**src/rtl/ex_mem_stage.sv**
```systemverilog
// ex_mem_stage: EX/MEM pipeline register of the LEGv8 5-stage core.
// Registers execute results and control and resolves CBZ/CBNZ/B in MEM.
// When a taken branch reaches MEM it redirects fetch for one cycle and turns
// the wrong-path EX instruction into a bubble. It also exports MEM-stage
// forwarding information.
// Optional feature macro: EX_MEM_PERF_EN adds saturating counters for taken
// branches and bubbles (TakenCnt_M, BubbleCnt_M).
module ex_mem_stage #(
    parameter int DATA_W = 64,
    parameter int REG_W  = 5,
    parameter int CNT_W  = 32
) (
    input  logic              clk,
    input  logic              reset,
    input  logic              stall,
    input  logic              flush,
    input  logic              Valid_E,
    input  logic              RegWrite_E,
    input  logic              MemWrite_E,
    input  logic              MemToReg_E,
    input  logic              MemRead_E,
    input  logic              Branch_E,
    input  logic              BranchNot_E,
    input  logic              UncondBranch_E,
    input  logic              Zero_E,
    input  logic [DATA_W-1:0] ALUResult_E,
    input  logic [DATA_W-1:0] ReadData2_E,
    input  logic [DATA_W-1:0] BranchTarget_E,
    input  logic [REG_W-1:0]  DestinationReg_E,
    output logic              Valid_M,
    output logic              RegWrite_M,
    output logic              MemWrite_M,
    output logic              MemToReg_M,
    output logic              MemRead_M,
    output logic [DATA_W-1:0] ALUResult_M,
    output logic [DATA_W-1:0] ReadData2_M,
    output logic [REG_W-1:0]  DestinationReg_M,
    output logic              PCSrc_M,
    output logic [DATA_W-1:0] BranchTarget_M,
    output logic              FwdValid_M,
    output logic [REG_W-1:0]  FwdReg_M,
`ifdef EX_MEM_PERF_EN
    output logic [CNT_W-1:0]  TakenCnt_M,
    output logic [CNT_W-1:0]  BubbleCnt_M,
`endif
    output logic [DATA_W-1:0] FwdData_M
);

    // X31 reads as zero, so writes to it are discarded.
    localparam logic [REG_W-1:0] XZR = REG_W'(31);

    logic              valid_q, valid_d;
    logic              regwrite_q, regwrite_d;
    logic              memwrite_q, memwrite_d;
    logic              memtoreg_q, memtoreg_d;
    logic              memread_q, memread_d;
    logic              pcsrc_q, pcsrc_d;
    logic [DATA_W-1:0] aluresult_q, aluresult_d;
    logic [DATA_W-1:0] readdata2_q, readdata2_d;
    logic [DATA_W-1:0] target_q, target_d;
    logic [REG_W-1:0]  dest_q, dest_d;

    logic kill_s;
    logic taken_s;

    assign kill_s  = flush | pcsrc_q;
    assign taken_s = Valid_E & ((Branch_E & Zero_E) | (BranchNot_E & ~Zero_E) | UncondBranch_E);

    // Next-state selection: kill beats stall, stall beats a normal load.
    always_comb begin
        valid_d     = valid_q;
        regwrite_d  = regwrite_q;
        memwrite_d  = memwrite_q;
        memtoreg_d  = memtoreg_q;
        memread_d   = memread_q;
        pcsrc_d     = pcsrc_q;
        aluresult_d = aluresult_q;
        readdata2_d = readdata2_q;
        target_d    = target_q;
        dest_d      = dest_q;
        if (kill_s) begin
            valid_d     = 1'b0;
            regwrite_d  = 1'b0;
            memwrite_d  = 1'b0;
            memtoreg_d  = 1'b0;
            memread_d   = 1'b0;
            pcsrc_d     = 1'b0;
            aluresult_d = ALUResult_E;
            readdata2_d = ReadData2_E;
            target_d    = BranchTarget_E;
            dest_d      = DestinationReg_E;
        end else if (stall) begin
            valid_d     = valid_q;
        end else begin
            valid_d     = Valid_E;
            regwrite_d  = RegWrite_E & Valid_E & (DestinationReg_E != XZR);
            memwrite_d  = MemWrite_E & Valid_E;
            memtoreg_d  = MemToReg_E & Valid_E;
            memread_d   = MemRead_E & Valid_E;
            pcsrc_d     = taken_s;
            aluresult_d = ALUResult_E;
            readdata2_d = ReadData2_E;
            target_d    = BranchTarget_E;
            dest_d      = DestinationReg_E;
        end
    end

    // Stage registers with asynchronous clear.
    always_ff @(posedge clk or posedge reset) begin
        if (reset) begin
            valid_q     <= 1'b0;
            regwrite_q  <= 1'b0;
            memwrite_q  <= 1'b0;
            memtoreg_q  <= 1'b0;
            memread_q   <= 1'b0;
            pcsrc_q     <= 1'b0;
            aluresult_q <= {DATA_W{1'b0}};
            readdata2_q <= {DATA_W{1'b0}};
            target_q    <= {DATA_W{1'b0}};
            dest_q      <= {REG_W{1'b0}};
        end else begin
            valid_q     <= valid_d;
            regwrite_q  <= regwrite_d;
            memwrite_q  <= memwrite_d;
            memtoreg_q  <= memtoreg_d;
            memread_q   <= memread_d;
            pcsrc_q     <= pcsrc_d;
            aluresult_q <= aluresult_d;
            readdata2_q <= readdata2_d;
            target_q    <= target_d;
            dest_q      <= dest_d;
        end
    end

    assign Valid_M          = valid_q;
    assign RegWrite_M       = regwrite_q;
    assign MemWrite_M       = memwrite_q;
    assign MemToReg_M       = memtoreg_q;
    assign MemRead_M        = memread_q;
    assign PCSrc_M          = pcsrc_q;
    assign ALUResult_M      = aluresult_q;
    assign ReadData2_M      = readdata2_q;
    assign BranchTarget_M   = target_q;
    assign DestinationReg_M = dest_q;

    // Forwarding view is derived only from registered MEM-stage state.
    assign FwdValid_M = valid_q & regwrite_q & (dest_q != XZR);
    assign FwdReg_M   = dest_q;
    assign FwdData_M  = aluresult_q;

`ifdef EX_MEM_PERF_EN
    logic [CNT_W-1:0] taken_cnt_q, taken_cnt_d;
    logic [CNT_W-1:0] bubble_cnt_q, bubble_cnt_d;
    logic             load_en_s;

    // Counting happens only on edges that actually update the stage.
    assign load_en_s = kill_s | ~stall;

    // Saturating event counters.
    always_comb begin
        taken_cnt_d  = taken_cnt_q;
        bubble_cnt_d = bubble_cnt_q;
        if (load_en_s && pcsrc_d && (taken_cnt_q != {CNT_W{1'b1}})) begin
            taken_cnt_d = taken_cnt_q + {{(CNT_W-1){1'b0}}, 1'b1};
        end else begin
            taken_cnt_d = taken_cnt_q;
        end
        if (load_en_s && !valid_d && (bubble_cnt_q != {CNT_W{1'b1}})) begin
            bubble_cnt_d = bubble_cnt_q + {{(CNT_W-1){1'b0}}, 1'b1};
        end else begin
            bubble_cnt_d = bubble_cnt_q;
        end
    end

    // Counter registers with asynchronous clear.
    always_ff @(posedge clk or posedge reset) begin
        if (reset) begin
            taken_cnt_q  <= {CNT_W{1'b0}};
            bubble_cnt_q <= {CNT_W{1'b0}};
        end else begin
            taken_cnt_q  <= taken_cnt_d;
            bubble_cnt_q <= bubble_cnt_d;
        end
    end

    assign TakenCnt_M  = taken_cnt_q;
    assign BubbleCnt_M = bubble_cnt_q;
`endif

endmodule

```
**config.mk**
```make
export PLATFORM = sky130hd
export DESIGN_NAME = ex_mem_stage
export DESIGN_NICKNAME = d
export VERILOG_FILES = /design/src/rtl/ex_mem_stage.sv
export SDC_FILE = /design/constraint.sdc
export NUM_CORES = 1
export LEC_CHECK = 0
export CAP_MARGIN = 20
export CORE_AREA = 2 2 188 190
export CTS_CLUSTER_SIZE = 25
export DETAILED_ROUTE_END_ITERATION = 12
export DIE_AREA = 0 0 190 192
export SYNTH_ARGS = -nofsm -noshare
export SYNTH_HDL_FRONTEND = slang
export SYNTH_SLANG_ARGS = --single-unit
```
**constraint.sdc**
```tcl
create_clock -name clk -period 8.2 [get_ports clk]
set_input_delay 0.82 -clock clk [delete_from_list [all_inputs] [get_ports clk]]
set_output_delay 0.82 -clock clk [all_outputs]
set_load 0.01 [all_outputs]
```
# After elaboration in Yosys (flattened, before gate mapping)
# Cells that the tools add are included.
# op_classes
n_eq_ne	3
n_bitwise	14
muxes	20
# ops
operator	count
2-to-1 mux 64 bit	6
2-to-1 mux 1 bit	12
AND 1 bit	10
2-to-1 mux 5 bit	2
!= test 5 bit, second input constant	2
bitwise OR 1 bit	3
!= test 2 x 1 -> 1 bit, second input constant	1
NOT 1 bit	1
# totals
ff_bits	203
word_cells	47
output_inout_bits	273

# Depth between registers and ports, before layout
# logic_depth
word_depth	7
depth_mapped	4
mapped_depth_nobuf	3

# Worst setup path before layout
# No wires, ideal clock.
# synth_timing
path_type	in2reg
start	input flush
end	register aluresult_q[0] (netlist: ALUResult_M[0])
setup_ns	0.125
t_arrival_ns	1.739
setup_slack_ns	6.336
path_stages	4
path_buffers	2
required_time_ns	8.075
cell_sequence	nor3b_2 > buf_2 > buf_4 > mux2_2
# synth_via
elab_chain_cells	2
word_cells_on_any_way	3
classes_between	1 x eq/ne; 1 x mux; 1 x bitwise
# synth_lines
item	line	text
start: declaration	16	input logic flush,
bitwise OR 1 bit *	66	assign kill_s = flush | pcsrc_q;
!= test 2 x 1 -> 1 bit (no line) / 2-to-1 mux 64 bit (equally long branches)	--	
end signal: assignment	117	aluresult_q <= {DATA_W{1'b0}};
end signal: assignment	128	aluresult_q <= aluresult_d;
end: declaration	58	logic [DATA_W-1:0] aluresult_q, aluresult_d;
# Mark *: on every way between the ends. The rest lies on a longest branch, timed or not.
# A chain may end at the register's enable or synchronous reset.

# Final worst setup path
# layout_timing
start	input stall
end	register aluresult_q[49] (netlist: ALUResult_M[49])
# layout_via
elab_chain_cells	1
# layout_lines
item	line	text
start: declaration	15	input logic stall,
!= test 2 x 1 -> 1 bit (no line)	--	
# No other way between the ends.

==> summary.json <==
{
  "synthXorXnorAreaFrac_pct": 0,
  "synth_mux_area_share_pct": 27.6,
  "dr.first_iter.drc_count": 113,
  "path_common_cell": "sky130_fd_sc_hd__buf_4",
  "setup_slack_ps": 4990,
  "worst_ir_drop_vdd_v": 0.000135,
  "worst-endpoint-required_ps": 8590,
  "worst_path_largest_cell_delay_ps": 680,
  "number_of_max_cap_violations": 0,
  "clk-insertion-delay-late_ps": 510,
  "seq_area_frac_synth_pct": 62.8,
  "post-route-drc-count": 0,
  "synthesis.yosys.warnings": 0,
  "gp_congestion": 0.762,
  "place.detailed.hpwl_um": 17800,
  "synth_compound_gate_area_share_pct": 0.711,
  "grt_remaining_overflow": 0,
  "power_density_mw_per_mm2": 196,
  "synthCells": 506,
  "detail_route.vias_per_cell": 4.00,
  "place_ws_ps": 4390,
  "slew_headroom_pct": 34.9,
  "htreeDepth": 1,
  "drv_slew": 0,
  "avgSynthCellArea_um2": 16.0,
  "synth_top_cell_area_share_pct": 62.8,
  "timing.hold.worst_path_depth": 1,
  "via_count": 5574,
  "flip_flop_and_latch_count_after_synthesis": 203,
  "die-area_mm2": 0.0365,
  "clock_sink_count": 203,
  "timing.critical_path.max_delay_family": "buffers and inverters",
  "crit_path_top_delay_cell": "sky130_fd_sc_hd__nor3b_4",
  "synth.area.top_cells": "sky130_fd_sc_hd__dfrtp_1 (63%), sky130_fd_sc_hd__mux2_2 (28%), sky130_fd_sc_hd__buf_4 (8.1%)",
  "cts_hold_buffers": 0,
  "post_synth_instance_area_mm2": 0.00809,
  "max_clock_freq_ghz": 0.312,
  "die_width_um": 190,
  "postCtsSetupRepairBufs": 0,
  "cp_num_buf_inv": 3,
  "worst-setup-path-type": "in -> reg",
  "fillCellCount": 3275,
  "finalSetupViolations": 0,
  "hold_path.class": "reg -> reg",
  "critical_path.endpoint_type": "flip-flop",
  "post-route-period-util_pct": 39.1,
  "cp-startpoint": "stall",
  "postSynthNetCount": 716,
  "synth.lib_cells_used.distinct": 15,
  "hold_violations": 0,
  "io_buffer_count": 482,
  "floorplan.io_pins": 483,
  "maximum_number_of_pins_on_one_net_before_global_route_repair": 132,
  "regToRegSetupSlack_ps": 5380,
  "yosys.area_share.simple_pct": 0.603,
  "worst-slew-pin-transition_ps": 977,
  "n_antenna_cell": 0,
  "cts-root-to-sink-buffers": 3,
  "grt_usage_pct": 12.2,
  "p_leak_nw": 5.41,
  "cts.repair.resized": 0,
  "floorplan.rows": 68,
  "min_to": "BranchTarget_M[41]",
  "cells_along_the_critical_path": "clkdlybuf4s50_1, nor3b_4, buf_4, buf_4, mux2_2",
  "timing.critical_path.fanout_max": 42,
  "grt_antenna_before_repair": 0,
  "grt_pass1_vias": 5754,
  "rr_startpoint": "PCSrc_M",
  "clockRootBuffer": "sky130_fd_sc_hd__clkbuf_16",
  "synth_fa_ha_area_share_pct": 0,
  "grt_first_pass_wirelength_um": 34500,
  "numCtsBuffers": 23,
  "synth_top_family_by_area": "multiplexers",
  "first_pass_iters": 4,
  "period_minus_slack_ps": 3210,
  "outcome": "finished, final reports clean",
  "regToRegEndpoint": "ALUResult_M[49]",
  "nets": 1136,
  "cp-start-kind": "primary input",
  "antenna_left": 0,
  "initial_utilization_pct": 23.6,
  "design.core.area_mm2": 0.0343,
  "holdCritStartpoint": "BranchTarget_M[41]",
  "yosys.area.top_type": "sky130_fd_sc_hd__dfrtp_1",
  "areaGrowthSynthToFinish_pct": 67.6,
  "setup_tns_ps": 0,
  "post_route_cells_drive_above_1_share_pct": 25.4,
  "tritoncts": "built",
  "cp.arrival_ps": 3590,
  "fin_worst_skew_ps": 11.9,
  "drt-wirelength-per-cell_um": 17.1,
  "reg2regPathDepth": 4,
  "rsz0062_at_grt": "false",
  "path_clk_slew_ps": 60,
  "wirelength_um": 23800,
  "fp.dieH_um": 192
}
==> routing by layer <==
metal / routed length (um) / global-route usage, %
met1: 9130 / 14.4
met4: 682 / 3.97
met5: 0 / 0
met2: 12000 / 21.1
met3: 2010 / 3.86
==> cell usage in the layout, fill, tap and decap left out <==
cell type,count
sky130_fd_sc_hd__dfrtp_1,203
sky130_fd_sc_hd__buf_4,3
sky130_fd_sc_hd__mux2_2,198
sky130_fd_sc_hd__buf_12,1
sky130_fd_sc_hd__a22o_1,3
sky130_fd_sc_hd__a31oi_1,1
sky130_fd_sc_hd__clkbuf_1,3
sky130_fd_sc_hd__clkbuf_16,23
sky130_fd_sc_hd__clkinv_2,2
sky130_fd_sc_hd__nor3b_4,1
sky130_fd_sc_hd__inv_6,1
sky130_fd_sc_hd__a21o_1,1
sky130_fd_sc_hd__nor4b_2,1
sky130_fd_sc_hd__a32o_1,1
sky130_fd_sc_hd__clkinvlp_4,1
sky130_fd_sc_hd__nand3_1,1
sky130_fd_sc_hd__inv_8,1
sky130_fd_sc_hd__clkdlybuf4s50_1,482
sky130_fd_sc_hd__nand2_1,1
sky130_fd_sc_hd__clkbuf_8,6
sky130_fd_sc_hd__o21a_1,1
sky130_fd_sc_hd__and3_1,2
==> through the flow <==
stage | power, mW | hold slack [ps] | std cells | util (%) | area [um2]
finish | 2.65 | 500 | 1392 | 39.6 | 13600
global route | 2.79 | 511 | 1392 | 39.6 | 13600
CTS | 2.71 | 506 | 1392 | 39.6 | 13600
detailed placement | 1.71 | 491 | 1356 | 37.5 | 12900
global placement | 1.71 | 486 | 1356 | 37.5 | 12900
floorplan | 1.38 | 537 | 506 | - | 8090
==> report_power, final <==
part	leakage (nW)	switching, mW	internal [mW]	total [mW]
logic	2.69	0.187	0.356	0.543
registers	2.38	0.0559	1.09	1.14
clock network	0.343	0.403	0.562	0.966
total	5.41	0.647	2.01	2.65
==> flip-flops by register name, summed over array words and instances, names as in the netlist <==
| name | flops |
|---|---|
| ALUResult_M | 64 |
| BranchTarget_M | 64 |
| DestinationReg_M | 5 |
| MemRead_M | 1 |
| MemToReg_M | 1 |
| MemWrite_M | 1 |
| PCSrc_M | 1 |
| ReadData2_M | 64 |
| RegWrite_M | 1 |
| Valid_M | 1 |
==> logic make-up after synthesis <==
logic type / after synthesis
AO/OA/AOI/OAI: 7
buffers and inverters: 92
flip-flops: 203
multiplexers: 198
AND/OR/NAND/NOR: 6
==> layout make-up <==
class,instances,area (um2),area share (%)
timing repair buffer,486,4870,35.9
clock inverter,4,26.3,0.194
tap,455,569,4.20
sequential,203,5080,37.4
clock buffer,32,669,4.93
inverter,1,11.3,0.0830
multi-input combinational,211,2340,17.3
==> synth_stat cells, drive strengths merged <==
cell type,instances
nor3b,1
and3,2
nor4b,1
o21a,1
a31oi,1
nand3,1
a32o,1
a21o,1
mux2,198
nand2,1
inv,1
a22o,3
buf,91
dfrtp,203
==> worst max-delay path by stage <==
stage | cells after the start | slack, ps | endpoint
after floorplan | 1 | 1840 | ALUResult_M[0]
after global placement | 5 | 4430 | ALUResult_M[31]
after detailed placement | 5 | 4390 | ALUResult_M[49]
after CTS | 5 | 4960 | ALUResult_M[35]
after global routing | 5 | 4820 | ALUResult_M[40]
final | 5 | 4990 | ALUResult_M[49]
No activity file was read; power rests on OpenSTA's default activity.
==> variant 1: new RTL, same flow settings <==
Add a define of `EX_MEM_PERF_EN`.
--- a/src/rtl/ex_mem_stage.sv
+++ b/src/rtl/ex_mem_stage.sv
@@ -5,6 +5,8 @@
 // forwarding information.
 // Optional feature macro: EX_MEM_PERF_EN adds saturating counters for taken
 // branches and bubbles (TakenCnt_M, BubbleCnt_M).
+`define EX_MEM_PERF_EN
+
 module ex_mem_stage #(
     parameter int DATA_W = 64,
     parameter int REG_W  = 5,
Check against the original RTL (old outputs only; new: BubbleCnt_M and TakenCnt_M): equivalent (equiv_simple and equiv_induct, registers matched by name and starting in step).
==> variant 1 against the original RTL <==
- sequential cell count up 64
- worst hold slack worse by 0.011 ns
- via count up 41%
- area after synthesis up 37%
- critical endpoint is now ALUResult_M[57]
- the run now ends with slew limit left
- critical path type unchanged
- setup slack better by 0.25 ns
- combinational power up 28%
- cell area up 29%
- total power up 33%
- wire length up 48%
==> variant 1: results (changes against the original RTL) <==
average size of a mapped cell 14.1 sq um (-12%); part of the Yosys area used for sequential elements 60.1% (-2.7 points); NetSw 0.000881 W (+36%); hold_ws 0.490 ns (-0.0106 ns); Lkg Pwr 7.17 nW (+32%); Worst Path Arrival 3.38 ns (-0.21 ns); first-pass GRT wire length 51200 um (+48%); failing checks slew limit; fin cells 1748 (+26%); worst skew pair latency 0.54 ns (+0.03 ns); syn_nets 998 (+39%); CP startpoint flush; Max IR drop VDD 0.000166 V (+22%); Hold EP BubbleCnt_M[12]; capture point of the worst reg-to-reg path ALUResult_M[57]; via count 7863 (+41%); GRT Overall Usage 18.6% (+6.4 points); antenna violations before repair 3 (+3); Final Critical Period 2.96 ns (-0.247 ns); largest cells by area after synthesis dfrtp_1 (60%), mux2_2 (20%), buf_4 (4.7%), xnor2_1 (2.6%), xor2_1 (1.9%); run status finished with violations; Worst Skew 0.00632 ns (-0.00560 ns); Final #Nets 1487 (+31%); reg2reg start PCSrc_M; Max transition margin -0.0571% (-35 points); HPWL Detailed 26800 um (+50%); gpl congestion 0.809 (+6.2%); Critical Path Fanout Max 190 (+350%); Largest stage delay, worst path 0.47 ns (-0.21 ns); number of global-route vias before repair 8148 (+42%); Slew Limit Fails 6 (+6); Port Buffers 546 (+13%)
## variant 1: kinds of logic (layout without fill, tap and decap cells)
logic type | count (synthesis) | count (layout) | share of synthesized area [%]
compound gates | 22 | 22 | 2.00
xor+xnor | 57 | 57 | 4.49
fa+ha+maj | 2 | 2 | 0.225
buf+inv | 102 | 609 | 5.98
flops | 267 | 267 | 60.1
mux | 203 | 203 | 20.6
simple gates | 133 | 133 | 6.63
## variant 1: cell type report
| cell class | instances | area (sq um) |
|---|---|---|
| multi-input cells | 417 | 3770 |
| repair buffers | 548 | 5510 |
| clock inverters | 6 | 55.1 |
| well taps | 455 | 569 |
| inverters | 10 | 45.0 |
| fillers | 3032 | 16800 |
| flip-flops and latches | 267 | 6680 |
| clock buffers | 45 | 908 |
## variant 1: through the flow
step / area, sq um / total power (W)
6_report: 17500 / 0.00353
5_1_grt: 17500 / 0.00370
4_1_cts: 17500 / 0.00360
3_5_place_dp: 16600 / 0.00225
3_3_place_gp: 16600 / 0.00225
2_1_floorplan: 11100 / 0.00182
## variant 1: power by group through the flow
stage                     combinational [W]  sequential, W  clock [W]
after floorplan                    0.000233        0.00159          0
after global placement             0.000698        0.00155          0
after detailed placement           0.000703        0.00155          0
after CTS                          0.000707        0.00153    0.00136
after global routing               0.000738        0.00154    0.00142
final                              0.000694        0.00153    0.00131
## variant 1: layer usage
metal / share of wire (%) / GRT usage (%) / routed length (um) / vias to the layer above
li1: - / - / - / 3663
met1: 37 / 21.2 / 13200 / 3854
met2: 51 / 33.3 / 18100 / 286
met3: 9.2 / 6.74 / 3250 / 54
met4: 1.9 / 4.17 / 663 / 6
met5: 0.11 / 0 / 40 / -
## variant 1: worst register-to-register path: stages (launching register included)
cell	delay, ns
dfrtp_1	0.46
nor2_1	0.28
and2_4	0.31
buf_12	0.46
mux2_2	1.04
==> variant 2: new RTL, same flow settings <==
Made on the original files. Register the input `BranchTarget_E` before use. The logic sees it one clock later. The other inputs are not delayed to match.
--- a/src/rtl/ex_mem_stage.sv
+++ b/src/rtl/ex_mem_stage.sv
@@ -49,6 +49,12 @@
     // X31 reads as zero, so writes to it are discarded.
     localparam logic [REG_W-1:0] XZR = REG_W'(31);
 
+    logic [DATA_W-1:0] BranchTarget_E_q;
+
+    always_ff @(posedge clk) begin
+        BranchTarget_E_q <= BranchTarget_E;
+    end
+
     logic              valid_q, valid_d;
     logic              regwrite_q, regwrite_d;
     logic              memwrite_q, memwrite_d;
@@ -87,7 +93,7 @@
             pcsrc_d     = 1'b0;
             aluresult_d = ALUResult_E;
             readdata2_d = ReadData2_E;
-            target_d    = BranchTarget_E;
+            target_d    = BranchTarget_E_q;
             dest_d      = DestinationReg_E;
         end else if (stall) begin
             valid_d     = valid_q;
@@ -100,7 +106,7 @@
             pcsrc_d     = taken_s;
             aluresult_d = ALUResult_E;
             readdata2_d = ReadData2_E;
-            target_d    = BranchTarget_E;
+            target_d    = BranchTarget_E_q;
             dest_d      = DestinationReg_E;
         end
     end
Behaviour: not the same (Yosys sat finds a counterexample within 4 cycles, from zero or initial values and one cycle with reset high).
==> variant 2 against the original RTL <==
- total power grew 26%
- setup slack improved by 0.39 ns
- wire length increased by 12%
- area after synthesis grew 16%
- largest power group unchanged
- cell area is 12% higher
- synthesized cell count increased by 13%
- critical path type unchanged
- cell count increased by 5.8%
- via count up 7.9%
- sequential cell count is 64 higher
- first-iteration DRC count up 27%
==> variant 2: results (changes against the original RTL) <==
Lkg Pwr 6.10 nW (+13%); syn_nets 780 (+8.9%); capture point of the worst reg-to-reg path BranchTarget_M[22]; run status complete, no violations; Worst Path Arrival 3.24 ns (-0.35 ns); part of the Yosys area used for sequential elements 67.9% (+5.1 points); share of cells above drive strength 1 25.0% (-0.45 points); HP Start BranchTarget_E_q[51]; Final #Nets 1207 (+6.3%); first-pass GRT wire length 38900 um (+13%); Num CTS Buffers 30 (+30%); Placement Cell Area 14200 sq um (+10%); routing usage on met1 16.6% (+2.2 points); number of global-route vias before repair 6217 (+8.0%); Max transition margin 38.8% (+3.9 points); Worst Skew 0.00934 ns (-0.00257 ns); HPWL Detailed 19500 um (+9.4%); met3 GRT Util 5.12% (+1.3 points); Cell variety after synth 16 (+1); metal2 WL 13100 um (+9.7%); synth cell count leaders dfrtp_1 (203), mux2_2 (198), buf_4 (87); met3 WL post-DR 2540 um (+27%); worst skew pair latency 0.55 ns (+0.04 ns); Hold EP BranchTarget_M[51]; FILL cells 3112 (-5.0%); Max IR drop VDD 0.000164 V (+21%); antenna violations before repair 3 (+3); GRT Overall Usage 13.9% (+1.7 points); Detailed Route Iter0 Violations 144 (+27%); hold_ws 0.457 ns (-0.0432 ns); Avg Vias per Cell 4.08 (+1.9%); Critical Path Fanout Max 162 (+290%); slowest cell on the critical path buf_12
==> variant 2: worst max path at each step <==
stage | from | to | slack [ns] | depth (start not counted)
CTS | DestinationReg_M[1] | FwdValid_M | 5.37 | 3
finish | stall | BranchTarget_M[22] | 5.39 | 5
global route | stall | BranchTarget_M[58] | 5.28 | 5
global placement | stall | BranchTarget_M[31] | 4.81 | 5
detailed placement | stall | ALUResult_M[54] | 4.80 | 5
floorplan | reset | ALUResult_M[0] | 1.84 | 1
==> variant 2: critical path, delay by kind of cell <==
kind,cells,cell delay (ns)
buffers and inverters,3,1.67
and+or+nand+nor,1,0.18
muxes,1,0.42
==> variant 2: cells by family (layout without fill, tap and decap cells) <==
logic type / after synthesis / after routing / synth area share (%)
simple gates: 6 / 6 / 0.520
flops: 267 / 267 / 67.9
buf+inv: 92 / 540 / 7.22
compound gates: 7 / 7 / 0.614
mux: 198 / 198 / 23.8
==> variant 2: final cells by class <==
class	count	area share, %
Clock buffer	42	5.78
Clock inverter	11	0.826
Inverter	1	0.0743
Multi-Input combinational cell	211	15.5
Sequential cell	267	42.0
Tap cell	455	3.76
Timing Repair Buffer	486	32.1
==> variant 2: power by group through the flow <==
| stage | combinational, W | sequential, W | clock (W) |
|---|---|---|---|
| after floorplan | 0.000187 | 0.00153 | 0 |
| after global placement | 0.000558 | 0.00149 | 0 |
| after detailed placement | 0.000560 | 0.00150 | 0 |
| after CTS | 0.000562 | 0.00148 | 0.00139 |
| after global routing | 0.000585 | 0.00149 | 0.00144 |
| final | 0.000549 | 0.00147 | 0.00133 |
==> variant 2: per-stage QoR <==
stage	setup WS, ns	instances
finish	5.39	1473
global route	5.28	1473
CTS	5.37	1473
detailed placement	4.80	1420
global placement	4.81	1420
floorplan	1.84	570
